===== src/rtl/gpio_hm3_pkg.sv =====
// Shared GPIO HostMot3 constants: FSM encoding, register map bases and port width.
// Both the read and the write decoders import this package.
package gpio_hm3_pkg;

    typedef enum logic [1:0] {
        IDLE   = 2'd0,
        LOOKUP = 2'd1,
        HOLD   = 2'd2
    } state_t;

    localparam logic [15:0] PIN_BASE    = 16'h1000;
    localparam logic [15:0] DDR_BASE    = 16'h1100;
    localparam logic [15:0] ODRAIN_BASE = 16'h1300;
    localparam int unsigned REG_STRIDE  = 4;
    localparam int unsigned PORT_WIDTH  = 24;

endpackage


===== src/rtl/gpio_sync2.sv =====
// Parameterized-width two-flop synchronizer with asynchronous active-low reset.
module gpio_sync2 #(
    parameter int unsigned Width = 1
) (
    input  logic             reg_clk,
    input  logic             reset_reg_N,
    input  logic [Width-1:0] d,
    output logic [Width-1:0] q
);

    logic [Width-1:0] meta;

    always_ff @(posedge reg_clk or negedge reset_reg_N) begin
        if (!reset_reg_N) begin
            meta <= '0;
            q    <= '0;
        end else begin
            meta <= d;
            q    <= meta;
        end
    end

endmodule


===== src/rtl/gpio_readback_decoder.sv =====
// Host read path of the GPIO slice: returns a pin snapshot or the DDR/open-drain
// register contents with a level handshake on read_reg / busdata_valid.
module gpio_readback_decoder
    import gpio_hm3_pkg::*;
#(
    parameter int unsigned AddrWidth = 16,
    parameter int unsigned BusWidth  = 32,
    parameter int unsigned GPIOWidth = 36,
    parameter int unsigned NumIOReg  = 6
) (
    input  logic                         reg_clk,
    input  logic                         reset_reg_N,
    input  logic                         read_reg,
    input  logic [AddrWidth-3:0]         busaddress,
    input  logic [GPIOWidth-1:0]         io_read_data,
    input  logic [NumIOReg*24-1:0]       ddr_flat,
    input  logic [NumIOReg*24-1:0]       odrain_flat,
    output logic [BusWidth-1:0]          busdata_out,
    output logic                         busdata_valid,
    output logic                         addr_err
);

    localparam int unsigned BankBits = NumIOReg * PORT_WIDTH;

    state_t                 state_q, state_d;
    logic                   rq1, rq2, rise;
    logic [GPIOWidth-1:0]   pins_sync;
    logic [BankBits-1:0]    pins_ext;
    logic [AddrWidth-1:0]   addr_q;
    logic [PORT_WIDTH-1:0]  word;
    logic                   hit;
    logic [BusWidth-1:0]    data_d;
    logic                   valid_d, err_d;

    // rq[0] and rq[1] live in the synchronizer; rq[2] is the edge-detect history flop.
    gpio_sync2 #(.Width(1)) u_rq_sync (
        .reg_clk     (reg_clk),
        .reset_reg_N (reset_reg_N),
        .d           (read_reg),
        .q           (rq1)
    );

    gpio_sync2 #(.Width(GPIOWidth)) u_pin_sync (
        .reg_clk     (reg_clk),
        .reset_reg_N (reset_reg_N),
        .d           (io_read_data),
        .q           (pins_sync)
    );

    always_ff @(posedge reg_clk or negedge reset_reg_N) begin
        if (!reset_reg_N) rq2 <= 1'b0;
        else              rq2 <= rq1;
    end

    assign rise     = rq1 & ~rq2;
    assign pins_ext = BankBits'(pins_sync);

    always_ff @(posedge reg_clk or negedge reset_reg_N) begin
        if (!reset_reg_N) state_q <= IDLE;
        else              state_q <= state_d;
    end

    always_comb begin
        state_d = state_q;
        case (state_q)
            IDLE:    if (rise) state_d = LOOKUP;
            LOOKUP:  state_d = HOLD;
            HOLD:    if (!rq1) state_d = IDLE;
            default: state_d = IDLE;
        endcase
    end

    always_ff @(posedge reg_clk or negedge reset_reg_N) begin
        if (!reset_reg_N)                 addr_q <= '0;
        else if (state_q == IDLE && rise) addr_q <= {busaddress, 2'b00};
    end

    // Pin ports beyond the physical pin count fall on the zero padding of pins_ext.
    always_comb begin
        word = '0;
        hit  = 1'b0;
        for (int unsigned k = 0; k < NumIOReg; k++) begin
            if (addr_q == AddrWidth'(PIN_BASE + k * REG_STRIDE)) begin
                hit  = 1'b1;
                word = pins_ext[k*PORT_WIDTH +: PORT_WIDTH];
            end
            if (addr_q == AddrWidth'(DDR_BASE + k * REG_STRIDE)) begin
                hit  = 1'b1;
                word = ddr_flat[k*PORT_WIDTH +: PORT_WIDTH];
            end
            if (addr_q == AddrWidth'(ODRAIN_BASE + k * REG_STRIDE)) begin
                hit  = 1'b1;
                word = odrain_flat[k*PORT_WIDTH +: PORT_WIDTH];
            end
        end
    end

    always_comb begin
        data_d  = busdata_out;
        valid_d = busdata_valid;
        err_d   = 1'b0;
        case (state_q)
            LOOKUP: begin
                data_d  = hit ? BusWidth'(word) : '0;
                valid_d = 1'b1;
                err_d   = ~hit;
            end
            HOLD:    if (!rq1) valid_d = 1'b0;
            default: valid_d = 1'b0;
        endcase
    end

    always_ff @(posedge reg_clk or negedge reset_reg_N) begin
        if (!reset_reg_N) begin
            busdata_out   <= '0;
            busdata_valid <= 1'b0;
            addr_err      <= 1'b0;
        end else begin
            busdata_out   <= data_d;
            busdata_valid <= valid_d;
            addr_err      <= err_d;
        end
    end

endmodule


===== config.mk =====
export PLATFORM = sky130hd
export DESIGN_NAME = gpio_readback_decoder
export DESIGN_NICKNAME = d
export VERILOG_FILES = /design/src/rtl/gpio_hm3_pkg.sv /design/src/rtl/gpio_sync2.sv /design/src/rtl/gpio_readback_decoder.sv
export SDC_FILE = /design/constraint.sdc
export NUM_CORES = 1
export LEC_CHECK = 0
export CAP_MARGIN = 10
export CELL_PAD_IN_SITES_DETAIL_PLACEMENT = 0
export CELL_PAD_IN_SITES_GLOBAL_PLACEMENT = 1
export CORE_AREA = 2 2 125 219
export CTS_BUF_LIST = sky130_fd_sc_hd__clkbuf_16
export DETAILED_ROUTE_END_ITERATION = 8
export DIE_AREA = 0 0 127 221
export PLACE_DENSITY = 0.92
export SYNTH_ARGS = -nofsm -noshare
export SYNTH_HDL_FRONTEND = slang
export SYNTH_SLANG_ARGS = --single-unit

===== constraint.sdc =====
create_clock -name reg_clk -period 3.01 [get_ports reg_clk]
set_clock_uncertainty 0.2 [all_clocks]
set_input_delay 0.602 -clock reg_clk [delete_from_list [all_inputs] [get_ports reg_clk]]
set_output_delay 0.602 -clock reg_clk [all_outputs]
set_load 0.005 [all_outputs]

==> metrics.log, run 1 <==
[metrics] count of final max-slew check failures: 0
[metrics] largest area contributor in the netlist: dfrtp_1
[metrics] non-filler cells, final: 1567
[metrics] Mean Syn Cell Area: 8.94 µm²
[metrics] nets: 1562
[metrics] total overflow reported by the global router: 0
[metrics] Total GRT Usage: 27.6%
[metrics] Clock Path Buffers: 2
[metrics] portion of the clock cycle consumed by the worst path in the final layout: 96.1%
[metrics] worst vdd ir: 402 µV
[metrics] Synth Area in Compound Gates: 28.6%
[metrics] via count of the first global-routing pass: 9155
[metrics] EDFF count, synth: 0
[metrics] yosys synthesis warning count: 0
[metrics] crit start category: flop
[metrics] clock buffer count from CTS: 17
[metrics] count of cells along the worst register-to-register path: 6
[metrics] required time of the critical path: 3.18 ns
[metrics] async set-or-reset flop fraction in the synthesized netlist: 100%
[metrics] XOR/XNOR Fraction of Synth Area: 0.232%
[metrics] maximum number of pins on one net before global-route repair: 50
[metrics] placer congestion estimate: 0.926
[metrics] antenna violations before repair: 9
[metrics] number of sinks driven by the clock tree: 117
[metrics] fraction of post-synthesis cell area in the top cell type by area: 38.8%
[metrics] transition at the pin with the smallest max-transition slack: 0.742 ns
[metrics] data arrival time of the critical path: 3.06 ns
[metrics] clock tree from TritonCTS: built
[metrics] number of synthesized register bits: 117
[metrics] die outline width: 127 µm
[metrics] DRC viols: 0
[metrics] outcome: finished clean
[metrics] setup-violating endpoint count in the final report: 0
[metrics] most numerous cell in the Yosys netlist: dfrtp_1
[metrics] effective utilization at floorplan: 28.7%
[metrics] class of the worst hold path: flop to flop
[metrics] DR iter-0 viols: 589
[metrics] combinational family with the most area after synthesis: compound AO/OA/AOI/OAI gates
[metrics] clock root cell: clkbuf_16
[metrics] Pwr per Cell Area: 473 mW/mm²
[metrics] height of the die: 221 µm
[metrics] Critical Path Slowest Stage Cell: or4b_1
[metrics] clock input transition at the sequential cells of the worst setup and hold paths: 0.06 ns
[metrics] worst-path fanout max: 5
[metrics] minimum clock period: 2.89 ns
[metrics] delay-heaviest family, CP: simple AND/OR/NAND/NOR gates
[metrics] residual antenna-violating net count after detailed routing: 0
[metrics] cell count of the worst hold path: 0
[metrics] Post-Place Cells: 1525
[metrics] via/cell ratio: 5.56
[metrics] sequential element share of the synthesized area: 38.8%
[metrics] fraction of synthesized area in multiplexers: 9.29%
[metrics] flip-flop cell with the highest count after synthesis: dfrtp_1
[metrics] synthesized netlist cell count: 844
[metrics] worst-case headroom to the max-slew limit: 50.4%
[metrics] start-to-end type of the worst setup path: flop to flop
[metrics] number of primary I/O pins: 375
[metrics] total wire length after detailed routing: 39200 µm
[metrics] total negative setup slack: 0 ns
[metrics] number of buffer and inverter instances along the worst setup path: 0
[metrics] latest clock arrival within the worst-skew pair: 0.44 ns
[metrics] CP endpoint kind: flop
[metrics] peak clock frequency supported by timing: 0.346 GHz
[metrics] max-cap violation count: 0
[metrics] Mapped Area: 0.00754 mm²
[metrics] leakage: 4.70 nW
[metrics] detailed placement HPWL: 31300 µm
[metrics] adder-cell area share of the yosys netlist: 0%
[metrics] number of iterations in the first detailed-routing pass: 5
[metrics] leading cell types by count after synthesis: dfrtp_1 (117), o21ai_0 (82), nor2_1 (72)
[metrics] Setup Buffers After CTS: 0
[metrics] ordered list of cells on the worst path: or4b_1 -> nor4_2 -> or4b_2 -> o211ai_1 -> a21oi_1 -> o21ai_1
[metrics] H-tree levels: 4
[metrics] final hold viol count: 0
[metrics] total vias in the final route: 8711
[metrics] Util after Layout: 47.3%
[metrics] global-route wire length before repair: 57600 µm
[metrics] FP Rows: 79
[metrics] PortBufs: 366
[metrics] routed wire length per instance: 25.0 µm
[metrics] simple-gate share of the synthesized area: 17.7%
[metrics] Area growth, synth to finish: 64.8%
[metrics] placeable core region: 0.0263 mm²
[metrics] Levels on crit path: 6
[metrics] Cell variety after synth: 74
[metrics] setup repair after global routing missed its margin: no
[metrics] total die area: 0.0281 mm²
[metrics] Synth area leaders: dfrtp_1 (39%), o21ai_0 (5.4%), mux2_2 (4.8%)
[metrics] fraction of layout cells with a size suffix above 1: 13.8%
[metrics] Largest stage delay, worst path: 0.68 ns
[metrics] fill count: 2496
[metrics] PnR Total Power: 5.88 mW
## what timing repair did
item,CTS,global route
resized for setup,0,1
setup endpoints to repair,0,4
endpoints found under the hold margin,39,0
hold buffers,1,0
## layout by cell type (no fill, tap or decap), types with 5 or more instances in the layout
cell type / synthesis / layout
o211ai_1: 11 / 11
a31oi_1: 14 / 14
nor4_1: 10 / 8
o31ai_1: 11 / 11
nand3_1: 9 / 9
a211oi_1: 10 / 9
nand4_1: 9 / 9
a21o_1: 6 / 6
o21a_1: 7 / 7
nand2_1: 67 / 67
o2bb2ai_1: 5 / 5
a21oi_1: 50 / 50
a221o_1: 9 / 9
diode_2: 0 / 9
conb_1: 1 / 8
buf_4: 11 / 64
o22ai_1: 21 / 21
a32oi_1: 6 / 6
clkbuf_16: 0 / 17
o221ai_1: 13 / 13
nor3_1: 14 / 13
clkdlybuf4s50_1: 0 / 365
inv_6: 0 / 5
mux2_2: 32 / 32
o32ai_1: 5 / 5
nor2b_1: 10 / 10
o22a_1: 5 / 5
o21ai_0: 82 / 82
dfrtp_1: 117 / 114
mux2i_1: 34 / 34
a22oi_1: 25 / 25
a221oi_1: 10 / 10
and3_1: 15 / 15
nor2_1: 72 / 71
o21ai_1: 7 / 7
## through the flow
stage	worst slack, ns	area [µm²]	hold slack, ns
2_1_floorplan	0.386	7570	0.106
3_5_place_dp	0.0852	11800	0.135
6_report	0.118	12400	0.141
4_1_cts	0.0595	12400	0.144
3_3_place_gp	0.148	11800	0.131
5_1_grt	0.0188	12400	0.154
## worst register-to-register path, stage by stage (launching register included)
cell      delay, ns
dfrtp_1        0.40
or4b_1         0.68
nor4_2         0.53
or4b_2         0.65
o211ai_1       0.11
a21oi_1        0.13
o21ai_1        0.12
## routing by layer
metal	vias up	wire length [µm]	track usage (%)
li1	3987	-	-
met1	4142	14600	31.3
met2	462	19900	47.7
met3	120	2260	4.86
met4	0	2410	16.8
met5	-	0	0
## layout make-up
cell class	count	area, µm²	share of cell area (%)
Antenna cell	9	22.5	0.181
Sequential cell	117	2930	23.6
Timing Repair Buffer	433	4200	33.7
Tap cell	324	405	3.26
Inverter	1	3.75	0.0302
Multi-Input combinational cell	651	4300	34.6
Clock buffer	17	425	3.42
Clock inverter	15	145	1.17
## state kept, by name, indices dropped and copies added (netlist names)
name and cells:
u_pin_sync.meta 36, busdata_valid 1, u_pin_sync.q 36, rq2 1
addr_q 14, addr_err 1, u_rq_sync.meta 1, busdata_out 24
u_rq_sync.q 1, state_q 2
## final timing paths
path	start	to	slack, ns
max	addr_q[11]	busdata_out[15]	0.12
min	u_pin_sync.meta[27]	u_pin_sync.q[27]	0.14
max reg2reg	addr_q[11]	busdata_out[15]	0.12
min reg2reg	u_pin_sync.meta[27]	u_pin_sync.q[27]	0.14
max in group asynchronous	reset_reg_N	addr_q[8]	1.50
min in group asynchronous	reset_reg_N	u_pin_sync.meta[0]	0.46
## logic make-up after synthesis
family	count (synthesis)
buffers and inverters	83
AOI/OAI and AO/OA	323
and+or+nand+nor	252
xor gates and xnor gates	2
other	1
muxes	66
DFF	117
## report_power, final
part	leakage (nW)	internal, mW	total (mW)	switching, mW
combinational	3.01	0.991	2.10	1.11
sequential	1.42	1.68	1.77	0.0909
clock	0.273	1.15	2.01	0.854
total	4.70	3.83	5.88	2.05
Power figures use the tool's default switching activity.
==> run 2, diff against run 1 <==
CORE_AREA = 2 2 132 231   (was 2 2 125 219)
DIE_AREA = 0 0 134 233   (was 0 0 127 221)
PLACE_DENSITY = 0.88   (was 0.92)
clock period = 2.5 ns   (was 3.01 ns; I/O delays follow)
==> metrics.log, run 2 (same netlist as run 1, synthesis figures left out) <==
[metrics] Util after Layout: 46.7%
[metrics] Clk network pwr share: 32.8%
[metrics] worst setup slack before clock tree synthesis: -0.316 ns
[metrics] outcome: finished, violations left
[metrics] routed length on met1: 15200 µm
[metrics] via count of the first global-routing pass: 9320
[metrics] final hold viol count: 0
[metrics] Area growth, synth to finish: 80.8%
[metrics] number of sinks driven by the clock tree: 117
[metrics] met3 layer wire length in the routed design: 1900 µm
[metrics] Critical path origin: addr_q[9]
[metrics] number of primary I/O pins: 375
[metrics] CP endpoint kind: flop
[metrics] most frequent cells in the layout: clkdlybuf4s50_1 (365), buf_4 (123), dfrtp_1 (114)
[metrics] Clock Path Buffers: 2
[metrics] worst-case headroom to the max-slew limit: 65.2%
[metrics] clock buffer count from CTS: 17
[metrics] Total GRT Usage: 25.2%
[metrics] wire length on met2: 21100 µm
[metrics] switching part of the total power: 34.1%
[metrics] setup-violating endpoint count in the final report: 4
[metrics] DRC viols: 0
[metrics] FF-to-FF Start: addr_q[9]
[metrics] Critical Path Slowest Stage Cell: or4b_4
[metrics] Seq pwr share: 27.9%
[metrics] total wire length after detailed routing: 40200 µm
[metrics] die outline width: 134 µm
[metrics] maximum number of pins on one net before global-route repair: 50
[metrics] worst-path fanout max: 7
[metrics] transition at the pin with the smallest max-transition slack: 0.522 ns
[metrics] fraction of power consumed by combinational cells: 39.3%
[metrics] total die area: 0.0312 mm²
[metrics] crit start category: flop
[metrics] delay-heaviest family, CP: simple AND/OR/NAND/NOR gates
[metrics] clock tree from TritonCTS: built
[metrics] number of buffer and inverter instances along the worst setup path: 1
[metrics] residual antenna-violating net count after detailed routing: 0
[metrics] nets: 1642
[metrics] fraction of layout cells with a size suffix above 1: 22.5%
[metrics] total vias in the final route: 8990
[metrics] latest clock arrival within the worst-skew pair: 0.44 ns
[metrics] antenna violations before repair: 11
[metrics] required time of the critical path: 2.66 ns
[metrics] non-filler cells, final: 1706
[metrics] total overflow reported by the global router: 0
[metrics] fill count: 2751
[metrics] slack of the critical path: -0.0341 ns
[metrics] routed wire length per instance: 23.5 µm
[metrics] global-route wire length before repair: 57900 µm
[metrics] leakage: 5.26 nW
[metrics] violations in the final reports: negative setup slack
[metrics] H-tree levels: 4
[metrics] via/cell ratio: 5.27
[metrics] setup repair after global routing missed its margin: yes
[metrics] Hold Startpoint: u_pin_sync.meta[30]
[metrics] worst vdd ir: 506 µV
[metrics] class of the worst hold path: flop to flop
[metrics] start-to-end type of the worst setup path: flop to flop
[metrics] PortBufs: 366
[metrics] internal cell power: 5.00 mW
[metrics] portion of the clock cycle consumed by the worst path in the final layout: 101%
[metrics] Largest stage delay, worst path: 0.57 ns
[metrics] Post-Place Cells: 1633
[metrics] DR iter-0 viols: 597
[metrics] Pwr per Cell Area: 556 mW/mm²
[metrics] ordered list of cells on the worst path: buf_12 -> or4b_4 -> or4_4 -> nor2_4 -> a211oi_2 -> a221o_1 -> a31oi_1
[metrics] uppermost layer routed: met4
[metrics] peak clock frequency supported by timing: 0.395 GHz
[metrics] max-cap violation count: 0
[metrics] most frequent standard cell in the layout excluding fill and tap cells: clkdlybuf4s50_1
[metrics] minimum clock period: 2.53 ns
[metrics] multi-input combinational cell area: 0.00463 mm²
[metrics] placeable core region: 0.0292 mm²
[metrics] clock input transition at the sequential cells of the worst setup and hold paths: 0.06 ns
[metrics] count of final max-slew check failures: 0
[metrics] height of the die: 233 µm
[metrics] number of iterations in the first detailed-routing pass: 5
[metrics] effective utilization at floorplan: 25.8%
[metrics] detailed placement HPWL: 32500 µm
[metrics] clock root cell: clkbuf_16
[metrics] Largest regs: u_pin_sync.meta (36), u_pin_sync.q (36), busdata_out (24)
[metrics] register area: 0.00293 mm²
[metrics] placer congestion estimate: 1.01
[metrics] switching component of the power: 2.59 mW
[metrics] data arrival time of the critical path: 2.70 ns
[metrics] FP Rows: 83
-- run 2: cell types whose count changed in the layout (fill, tap and decap cells not counted), sizes merged --
| cell | delta |
|---|---|
| buf | +79 |
| bufinv | +1 |
| clkbuf | +1 |
| clkinvlp | -1 |
| diode | +1 |
-- run 2: worst paths after layout --
kind | to | slack, ns | cells after the start
min in group asynchronous | u_pin_sync.meta[0] | 0.40 | 2
min reg2reg | u_pin_sync.q[30] | 0.14 | 0
max in group asynchronous | u_pin_sync.q[22] | 1.03 | 3
max | busdata_out[10] | -0.03 | 7
max reg2reg | busdata_out[10] | -0.03 | 7
min | u_pin_sync.q[30] | 0.14 | 0
-- run 2: power by group through the flow --
| stage | sequential [mW] | combinational (mW) | clock (mW) |
|---|---|---|---|
| after global placement | 2.13 | 2.69 | 0 |
| after floorplan | 2.11 | 1.32 | 0 |
| final | 2.12 | 2.98 | 2.49 |
| after global routing | 2.13 | 3.16 | 2.63 |
| after detailed placement | 2.14 | 2.71 | 0 |
| after CTS | 2.11 | 2.79 | 2.56 |
-- run 2: cell type report --
type                            instances  area share (%)
Timing Repair Buffer                  513            36.5
Multi-Input combinational cell        651            34.0
Clock inverter                         15            1.24
Inverter                                1          0.0275
Antenna cell                           10           0.184
Sequential cell                       117            21.5
Clock buffer                           17            3.12
Tap cell                              382            3.50
-- run 2: layer usage --
| layer | vias to the layer above | GRT usage (%) |
|---|---|---|
| li1 | 4146 | - |
| met1 | 4361 | 28.3 |
| met2 | 382 | 45.1 |
| met3 | 101 | 4.12 |
| met4 | 0 | 13.8 |
| met5 | - | 0 |
-- run 2: worst reg2reg max path, stage by stage, from the launching register on --
cell      delay (ns)
dfrtp_2         0.44
buf_12          0.14
or4b_4          0.57
or4_4           0.47
nor2_4          0.13
a211oi_2        0.04
a221o_1         0.32
a31oi_1         0.16
-- run 2: what timing repair did --
action | in CTS | in global routing
pin swaps | 7 | 30
resized for setup | 19 | 60
endpoints found under the setup margin | 21 | 24
setup buffers | 6 | 23
hold buffers | 1 | 0
endpoints found under the hold margin | 45 | 0
gates cloned | 0 | 1
-- run 2: through the flow --
step                      setup TNS [ns]  hold slack [ns]  total power, mW  area (µm²)
after detailed placement           -2.12            0.135             4.85       12400
final                            -0.0657            0.138             7.59       13600
after CTS                       -0.00944            0.143             7.46       13100
after floorplan                   -0.118          0.00441             3.43        7590
after global routing               -1.18            0.145             7.92       13600
after global placement             -1.05            0.131             4.82       12400
